### src/rtl/mem_debug_pkg.sv
// mem_debug_pkg: sequencer state encoding, byte-lane constants, word-index to byte-address helper
package mem_debug_pkg;
  typedef enum logic [2:0] {IDLE, LOAD, RSTP, RUN, RD_ADDR, RD_WAIT, RD_OUT, DONE} state_t;
  localparam int DEF_DW = 32;
  localparam int BYTES = DEF_DW / 8;
  localparam int ADDR_SHIFT = $clog2(BYTES);
  function automatic logic [63:0] idx2addr(input logic [31:0] idx, input int shift);
    return {32'b0, idx} << shift;
  endfunction
endpackage

### src/rtl/mem_debug_cycle_cnt.sv
// mem_debug_cycle_cnt: saturating loadable down-counter; ports clk/rst_n, load+val, en, tc (count==0)
module mem_debug_cycle_cnt #(
  parameter int W = 32
) (
  input  logic         clk,
  input  logic         rst_n,
  input  logic         load,
  input  logic         en,
  input  logic [W-1:0] val,
  output logic         tc
);
  logic [W-1:0] cnt;
  always_ff @(posedge clk or negedge rst_n)
    if (!rst_n) cnt <= '0;
    else if (load) cnt <= val;
    else if (en && cnt != '0) cnt <= cnt - 1'b1;
  assign tc = cnt == '0;
endmodule

### src/rtl/mem_debug_sequencer.sv
// mem_debug_sequencer: load NUM_CH RAMs from in_* stream over dbg_* port, reset/run core (core_rst, core_halt), dump RAMs on out_* stream
module mem_debug_sequencer
  import mem_debug_pkg::*;
#(
  parameter int NUM_CH     = 2,
  parameter int DW         = 32,
  parameter int AW         = 32,
  parameter int WORDS      = 4096,
  parameter int RST_CYCLES = 5,
  parameter int RUN_CYCLES = 200000
) (
  input  logic                       CPU_CLK,
  input  logic                       CPU_RST_N,
  input  logic                       start,
  input  logic                       abort,
  input  logic                       in_valid,
  output logic                       in_ready,
  input  logic [DW-1:0]              in_data,
  input  logic                       in_last,
  output logic [NUM_CH*AW-1:0]       dbg_a2,
  output logic [NUM_CH*DW-1:0]       dbg_wd2,
  output logic [NUM_CH*(DW/8)-1:0]   dbg_we2,
  input  logic [NUM_CH*DW-1:0]       dbg_rd2,
  input  logic                       core_halt,
  output logic                       core_rst,
  output logic                       out_valid,
  input  logic                       out_ready,
  output logic [DW-1:0]              out_data,
  output logic [$clog2(NUM_CH):0]    out_ch,
  output logic [$clog2(WORDS):0]     out_idx,
  output logic                       out_last,
  output logic                       busy,
  output logic [31:0]                run_count
);
  localparam int BY = DW / 8;
  localparam int SH = $clog2(BY);
  localparam int CW = $clog2(NUM_CH) + 1;
  localparam int IW = $clog2(WORDS) + 1;
  localparam logic [CW-1:0] LAST_CH = CW'(NUM_CH - 1);
  localparam logic [IW-1:0] LAST_IDX = IW'(WORDS - 1);
  state_t state;
  logic [CW-1:0] ch, nch;
  logic [IW-1:0] idx, nidx;
  logic ch_end, last_word, tc, cnt_load;
  assign ch_end = in_valid && (in_last || idx == LAST_IDX);
  assign last_word = ch == LAST_CH && idx == LAST_IDX;
  assign nidx = idx == LAST_IDX ? '0 : idx + 1'b1;
  assign nch = idx == LAST_IDX ? ch + 1'b1 : ch;
  // reload the shared counter on entry to RSTP and on entry to RUN
  assign cnt_load = !abort && ((state == LOAD && ch_end && ch == LAST_CH) || (state == RSTP && tc));
  mem_debug_cycle_cnt u_cnt (
    .clk  (CPU_CLK),
    .rst_n(CPU_RST_N),
    .load (cnt_load),
    .en   (state == RSTP || state == RUN),
    .val  (state == LOAD ? 32'(RST_CYCLES - 1) : 32'(RUN_CYCLES - 1)),
    .tc   (tc)
  );
  always_ff @(posedge CPU_CLK or negedge CPU_RST_N)
    if (!CPU_RST_N) begin
      state <= IDLE;
      ch <= '0;
      idx <= '0;
      core_rst <= 1'b1;
      in_ready <= 1'b0;
      dbg_a2 <= '0;
      dbg_wd2 <= '0;
      dbg_we2 <= '0;
      out_valid <= 1'b0;
      out_data <= '0;
      out_ch <= '0;
      out_idx <= '0;
      out_last <= 1'b0;
      busy <= 1'b0;
      run_count <= '0;
    end else begin
      dbg_we2 <= '0;
      if (abort) begin
        state <= IDLE;
        in_ready <= 1'b0;
        out_valid <= 1'b0;
        out_last <= 1'b0;
        core_rst <= 1'b1;
        busy <= 1'b0;
      end else
        case (state)
          IDLE, DONE: if (start) begin
            state <= LOAD;
            ch <= '0;
            idx <= '0;
            run_count <= '0;
            in_ready <= 1'b1;
            busy <= 1'b1;
          end
          LOAD: if (in_valid) begin
            dbg_a2[ch*AW +: AW] <= AW'(idx2addr(32'(idx), SH));
            dbg_wd2[ch*DW +: DW] <= in_data;
            dbg_we2[ch*BY +: BY] <= '1;
            if (ch_end) begin
              idx <= '0;
              if (ch == LAST_CH) begin
                state <= RSTP;
                in_ready <= 1'b0;
              end else ch <= ch + 1'b1;
            end else idx <= nidx;
          end
          RSTP: if (tc) begin
            state <= RUN;
            core_rst <= 1'b0;
          end
          RUN: begin
            run_count <= run_count + 1'b1;
            if (core_halt || tc) begin
              state <= RD_ADDR;
              ch <= '0;
              idx <= '0;
              dbg_a2[AW-1:0] <= '0;
              core_rst <= 1'b1;
            end
          end
          // address is already on dbg_a2 here, so read data lands during RD_WAIT
          RD_ADDR: state <= RD_WAIT;
          RD_WAIT: begin
            state <= RD_OUT;
            out_data <= dbg_rd2[ch*DW +: DW];
            out_ch <= ch;
            out_idx <= idx;
            out_last <= last_word;
            out_valid <= 1'b1;
          end
          RD_OUT: if (out_ready) begin
            out_valid <= 1'b0;
            out_last <= 1'b0;
            if (last_word) begin
              state <= DONE;
              busy <= 1'b0;
            end else begin
              state <= RD_ADDR;
              ch <= nch;
              idx <= nidx;
              dbg_a2[nch*AW +: AW] <= AW'(idx2addr(32'(nidx), SH));
            end
          end
          default: state <= IDLE;
        endcase
    end
endmodule

### config.mk
export PLATFORM = sky130hd
export DESIGN_NAME = mem_debug_sequencer
export DESIGN_NICKNAME = d
export VERILOG_FILES = /design/src/rtl/mem_debug_pkg.sv /design/src/rtl/mem_debug_cycle_cnt.sv /design/src/rtl/mem_debug_sequencer.sv
export SDC_FILE = /design/constraint.sdc
export NUM_CORES = 1
export LEC_CHECK = 0
export ABC_CLOCK_PERIOD_IN_PS = 4100
export BUFFER_PORTS_ARGS = -buffer_cell sky130_fd_sc_hd__buf_2
export CORE_AREA = 2 2 263 135
export CTS_BUF_LIST = sky130_fd_sc_hd__clkbuf_16
export DETAILED_ROUTE_END_ITERATION = 6
export DIE_AREA = 0 0 265 137
export HOLD_SLACK_MARGIN = 0.12
export PLACE_DENSITY = 0.67
export SLEW_MARGIN = 0
export SYNTH_ARGS = -nofsm -noshare
export SYNTH_HDL_FRONTEND = slang
export SYNTH_SLANG_ARGS = --single-unit
### constraint.sdc
create_clock -name CPU_CLK -period 4.1 [get_ports CPU_CLK]
set_clock_uncertainty 0.2 [all_clocks]
set_input_delay 0.205 -clock CPU_CLK [delete_from_list [all_inputs] [get_ports CPU_CLK]]
set_output_delay 0.205 -clock CPU_CLK [all_outputs]
set_load 0.005 [all_outputs]
; After elaboration in Yosys (flattened, before gate mapping)
; Index checks and enable logic that the tools add are counted.
[op_classes]
addsub = 7
n_eq_ne = 24
shifts = 8
n_mux = 63
n_bitwise = 2
reduce_logical = 37
[op_table]
columns = cell, count
row1 = $bwmux 64, 3
row2 = $mux 64, 3
row3 = $shiftx 32x34->64, 3
row4 = $mux 32, 4
row5 = $pmux 32 s2, 2
row6 = $shift 32x34->64 const A, 2
row7 = $pmux 32 s3, 1
row8 = $mux 13, 7
row9 = $neg 7->34, 2
row10 = $shiftx 64x8->32, 1
row11 = $pmux 13 s4, 1
row12 = $neg 4->34, 1
row13 = $shift 4x34->8 const A, 1
row14 = $shiftx 4x34->8 const A, 1
row15 = $add 32x1->32 const B, 1
row16 = $logic_not 32->1, 1
row17 = $reduce_bool 32->1, 1
row18 = $sub 32x1->32 const B, 1
row19 = $mux 3, 8
row20 = $mux 8, 3
row21 = $pmux 3 s7, 1
row22 = $mux 18, 1
row23 = $mux 2, 9
row24 = $ne 3x3->1 const B, 6
row25 = other kinds (30), 77
[word_totals]
ff_bits = 270
inputBits = 104
output_inout_bits = 220
word_cells = 158

; Logic depth before layout (Yosys ltp)
[depth]
word_depth = 8
mapped_depth = 15
depth_no_buf = 12

; Modules after synthesis
; Synthesis repeated with hierarchy kept, for this count alone.
[unflattened]
hier_cells = 1295
hier_area_um2 = 12200.5
[by_module_without_submodules]
columns = mod, n_inst, cells_each, area_each_um2, seq_area_each_um2
row1 = mem_debug_sequencer, 1, 1061, 10133.5, 5331.4
row2 = mem_debug_cycle_cnt, 1, 234, 2067.0, 800.8

; Least setup slack after synthesis
; No wires, ideal clock.
[synth_path]
kind = register -> register
start = reg idx[1]
end = reg dbg_a2[7]
setup_time_ns = 0.067
arrival_time_ns = 3.442
t_required_ns = 3.833
setup_slack_ns = 0.391
path_stages_with_launch = 16
n_path_buf = 3
period_less_slack_ns = 3.709
cell_sequence = dfrtp_1 -> ha_1 -> nand3_1 -> nor4_1 -> buf_2 -> buf_2 -> nor2_1 -> a21oi_1 -> ha_1 -> nand4b_1 -> or4_1 -> clkbuf_1 -> nor2_1 -> a31oi_1 -> a31oi_1 -> a22o_1
[synth_via]
elab_chain_cells = 8
word_cells_on_any_way = 17
cone_classes = add/sub (2) / eq/ne (2) / shift (3) / mux (8) / reduce/logical (2)
[synth_lines]
columns = item, line_no
row1 = from (decl), mem_debug_sequencer.sv:43  ; logic [IW-1:0] idx, nidx;
row2 = from (signal assigned), mem_debug_sequencer.sv:105  ; end else idx <= nidx;
row3 = from (signal assigned), mem_debug_sequencer.sv:140  ; idx <= nidx;
row4 = $eq 13x12->1, "mem_debug_sequencer.sv:46, mem_debug_sequencer.sv:47, mem_debug_sequencer.sv:48"
row5 = $mux 2, mem_debug_sequencer.sv:48  ; assign nch = idx == LAST_IDX ? ch + 1'b1 : ch;
row6 = $neg 7->34, mem_debug_sequencer.sv:141  ; dbg_a2[nch*AW +: AW] <= AW'(idx2addr(32'(nidx), SH));
row7 = $shiftx 32x34->64 or $shift 32x34->64 (tied branches), mem_debug_sequencer.sv:141
row8 = $bwmux 64, mem_debug_sequencer.sv:141
row9 = $mux 64, mem_debug_sequencer.sv:134  ; if (last_word) begin
row10 = $mux 64, mem_debug_sequencer.sv:131  ; RD_OUT: if (out_ready) begin
row11 = $pmux 32 s3, mem_debug_sequencer.sv:86  ; case (state)
row12 = "to (signal, indexed assignment)", mem_debug_sequencer.sv:96  ; dbg_a2[ch*AW +: AW] <= AW'(idx2addr(32'(idx), SH));
row13 = "to (signal, indexed assignment)", mem_debug_sequencer.sv:141
row14 = to (decl), mem_debug_sequencer.sv:20  ; output logic [NUM_CH*AW-1:0] dbg_a2,
; Parallel ways exist; a longest one is shown, timed or not. The select of a mux whose other input is x is not followed.
; A chain may end at the register's enable or synchronous reset.

; Worst setup path in the final report
[layout_path]
start = reg idx[0]
end = reg dbg_a2[7]
; The elaborated chain is that of the path after synthesis.

==> results_dict.tcl <==
set metrics [dict create \
    core-area_sq_um 33990 \
    die_w_microns 265 \
    startpoint_type "flip-flop" \
    arrival_ps 4190 \
    ys.flop_type "dfrtp_1" \
    final_cells 2097 \
    tightest_slew_ps 1011 \
    grt_pass1_wl_mm 57.54 \
    synth-seq-cells 245 \
    syn_area_sq_um 11790 \
    finalSetupViolCount 0 \
    dp_cells 1949 \
    r2r-end "dbg_a2[7]$_DFFE_PN0P_" \
    synth_common_cells "244 x dfrtp_1, 233 x nand2_1, 132 x o21ai_0" \
    cts_buffers 26 \
    post_drt_wl_per_cell_microns 17.84 \
    power.density_nw_per_um2 505.2 \
    cts.path.max_buffers 3 \
    wirelength_mm 37.42 \
    cts_tree "yes" \
    yosysMostFrequentCell "dfrtp_1" \
    clock_latency_ps 540 \
    drive_above_1_share_pct 24.71 \
    area_delta_synth_final_pct 32.03 \
    finalHoldViolCount 0 \
    rr_worst_depth 14 \
    yosysWarnings 0 \
    cts.htree.levels 1 \
    ir_drop_mv 0.3130 \
    fin_util_pct 45.77 \
    drtIter0Drc 1004 \
    drtAntennaViolNets 0 \
    dieArea_sq_um 36310 \
    fin_ws_ps 188.5 \
    yosysSeqAreaShare_pct 52.03 \
    diodes 0 \
    start_util_pct 34.67 \
    slew_viol_final 0 \
    dp_hpwl_mm 25.46 \
    cts-root-buf "clkbuf_16" \
    critPathMaxFanout 10 \
    grt_max_degree 116 \
    regToRegSetupSlack_ps 190 \
    relSlewSlack_pct 32.59 \
    async_flop_share_pct 100.0 \
    p_leak_nw 7.373 \
    rsz0062_at_grt "false" \
    vias 10980 \
    port_buffers 304 \
    layout.nets 1743 \
    fmax_ghz 0.2557 \
    synthTopCellsByArea "dfrtp_1 52%, nand2_1 7.4%, o21ai_0 5.6%" \
    hp-class "in2async" \
    gp_congestion 0.9531 \
    critPathLaunch "idx[0]$_DFFE_PN0P_" \
    num_rows 48 \
    fp.dieH_microns 137 \
    drv_cap 0 \
    synth_cell_type_count 63 \
    synth_top_area_cell "dfrtp_1" \
    synth_edf_count 0 \
    dp_slack_ps 384.6 \
    crit_required_ps 4380 \
    cts_sinks 245 \
    path_clk_slew_ps 70 \
    post_cts_buffers 0 \
    grt_antenna_before_repair 0 \
    min_period_ps 3912 \
    status "completed" \
    avgViaCountPerCell 5.237 \
    critPathKind "reg2reg" \
    grt_pass1_vias 10290 \
    grtUsageTotal_pct 19.90 \
    r2r_start "idx[0]$_DFFE_PN0P_" \
    synth_top_area_share_pct 51.81 \
    post-route-period-util_pct 95.40 \
    num_io_pins 324 \
    syn_inst 1255 \
    drc 0 \
    end_kind "flip-flop" \
    drt_pass1_iterations 5 \
    grt_overflow 0 \
    tns_ps 0 \
    syn_area_per_cell_sq_um 9.390 \
]
## cell usage in the layout (no fill, tap or decap), drive strengths merged, types with 13 or more instances in the layout
cell type	netlist	layout
nand4	19	19
nand3	50	50
nor2	59	59
or4	13	13
inv	15	20
a21oi	38	38
o21ai	145	145
dlygate4sd3	0	104
and2	22	22
nor3	22	22
xor2	17	17
mux2	15	15
mux2i	36	36
and3	15	15
o31ai	53	53
nor4	18	18
nand2	233	233
clkbuf	70	27
conb	1	19
dfrtp	244	244
buf	44	340
## state kept, by name, indices dropped and copies added (netlist names), 2 cells and up
register	cells
dbg_wd2	64
dbg_a2	45
out_data	32
run_count	32
u_cnt.cnt	32
idx	13
out_idx	13
state	3
ch	2
dbg_we2	2
out_ch	2
## power by group
part | switching (mW) | internal [mW]
clock network | 1.00 | 1.24
logic | 1.39 | 0.964
registers | 0.371 | 2.89
total | 2.77 | 5.09
## how the worst max path moves through the flow
stage	endpoint	cells past startpoint
2_1_floorplan	dbg_a2[7]$_DFFE_PN0P_	15
3_3_place_gp	dbg_a2[7]$_DFFE_PN0P_	14
3_5_place_dp	dbg_a2[7]$_DFFE_PN0P_	14
4_1_cts	dbg_a2[7]$_DFFE_PN0P_	14
5_1_grt	dbg_a2[13]$_DFFE_PN0P_	14
6_report	dbg_a2[7]$_DFFE_PN0P_	14
## repair_timing
item,CTS,global route
gates resized for setup,0,0
hold endpoints to repair,221,0
hold buffers,104,0
## layer usage
layer | routed length (microns) | GRT usage [%] | share of wire (%) | vias to the layer above
met5 | 0 | 0 | 0 | -
met4 | 940 | 5.681 | 2.5 | 0
met3 | 2809 | 3.922 | 7.5 | 55
met2 | 16310 | 29.73 | 44 | 455
met1 | 17360 | 29.18 | 46 | 5330
li1 | - | - | - | 5142
## logic make-up (layout without fill, tap and decap cells)
| logic type | count (synthesis) | count (layout) | share of synthesized area [%] |
|---|---|---|---|
| flip-flops | 245 | 245 | 52.03 |
| adder cells (fa/ha/maj) | 8 | 8 | 0.8494 |
| AO/OA/AOI/OAI | 297 | 297 | 15.25 |
| other | 1 | 19 | 0.03182 |
| XOR/XNOR | 29 | 29 | 2.155 |
| buffers and inverters | 129 | 503 | 5.022 |
| multiplexers | 51 | 51 | 4.491 |
| AND/OR/NAND/NOR | 495 | 495 | 20.17 |
## worst max-delay path, cell delays in order (launching register included)
cell and delay, ps:
dfrtp_1 540, ha_1 340, nand3_1 360, nor4_2 270, buf_4 220, nor2_1 50
a21oi_1 140, ha_1 190, nand4b_1 170, or4_1 630, nor2_1 160, buf_4 170
a31oi_1 90, a31oi_1 160, a22o_1 140
## through the flow
stage	hold slack, ps	instance area, sq um	power [mW]
6_report	119.9	15560	7.861
5_1_grt	187.7	15560	8.335
4_1_cts	178.7	15560	7.898
3_5_place_dp	165.3	13740	5.461
3_3_place_gp	154.2	13740	5.385
2_1_floorplan	-290.6	11850	4.524
## final cells by class
| type | instances | area [sq um] |
|---|---|---|
| clock buffer | 27 | 675.6 |
| clock inverter | 17 | 105.1 |
| fill | 3226 | 18430 |
| inverter | 15 | 56.30 |
| multi-input combinational | 899 | 5159 |
| sequential | 245 | 6133 |
| tap | 450 | 563.0 |
| timing repair buffer | 444 | 2868 |
No activity file was read; power rests on OpenSTA's default activity.
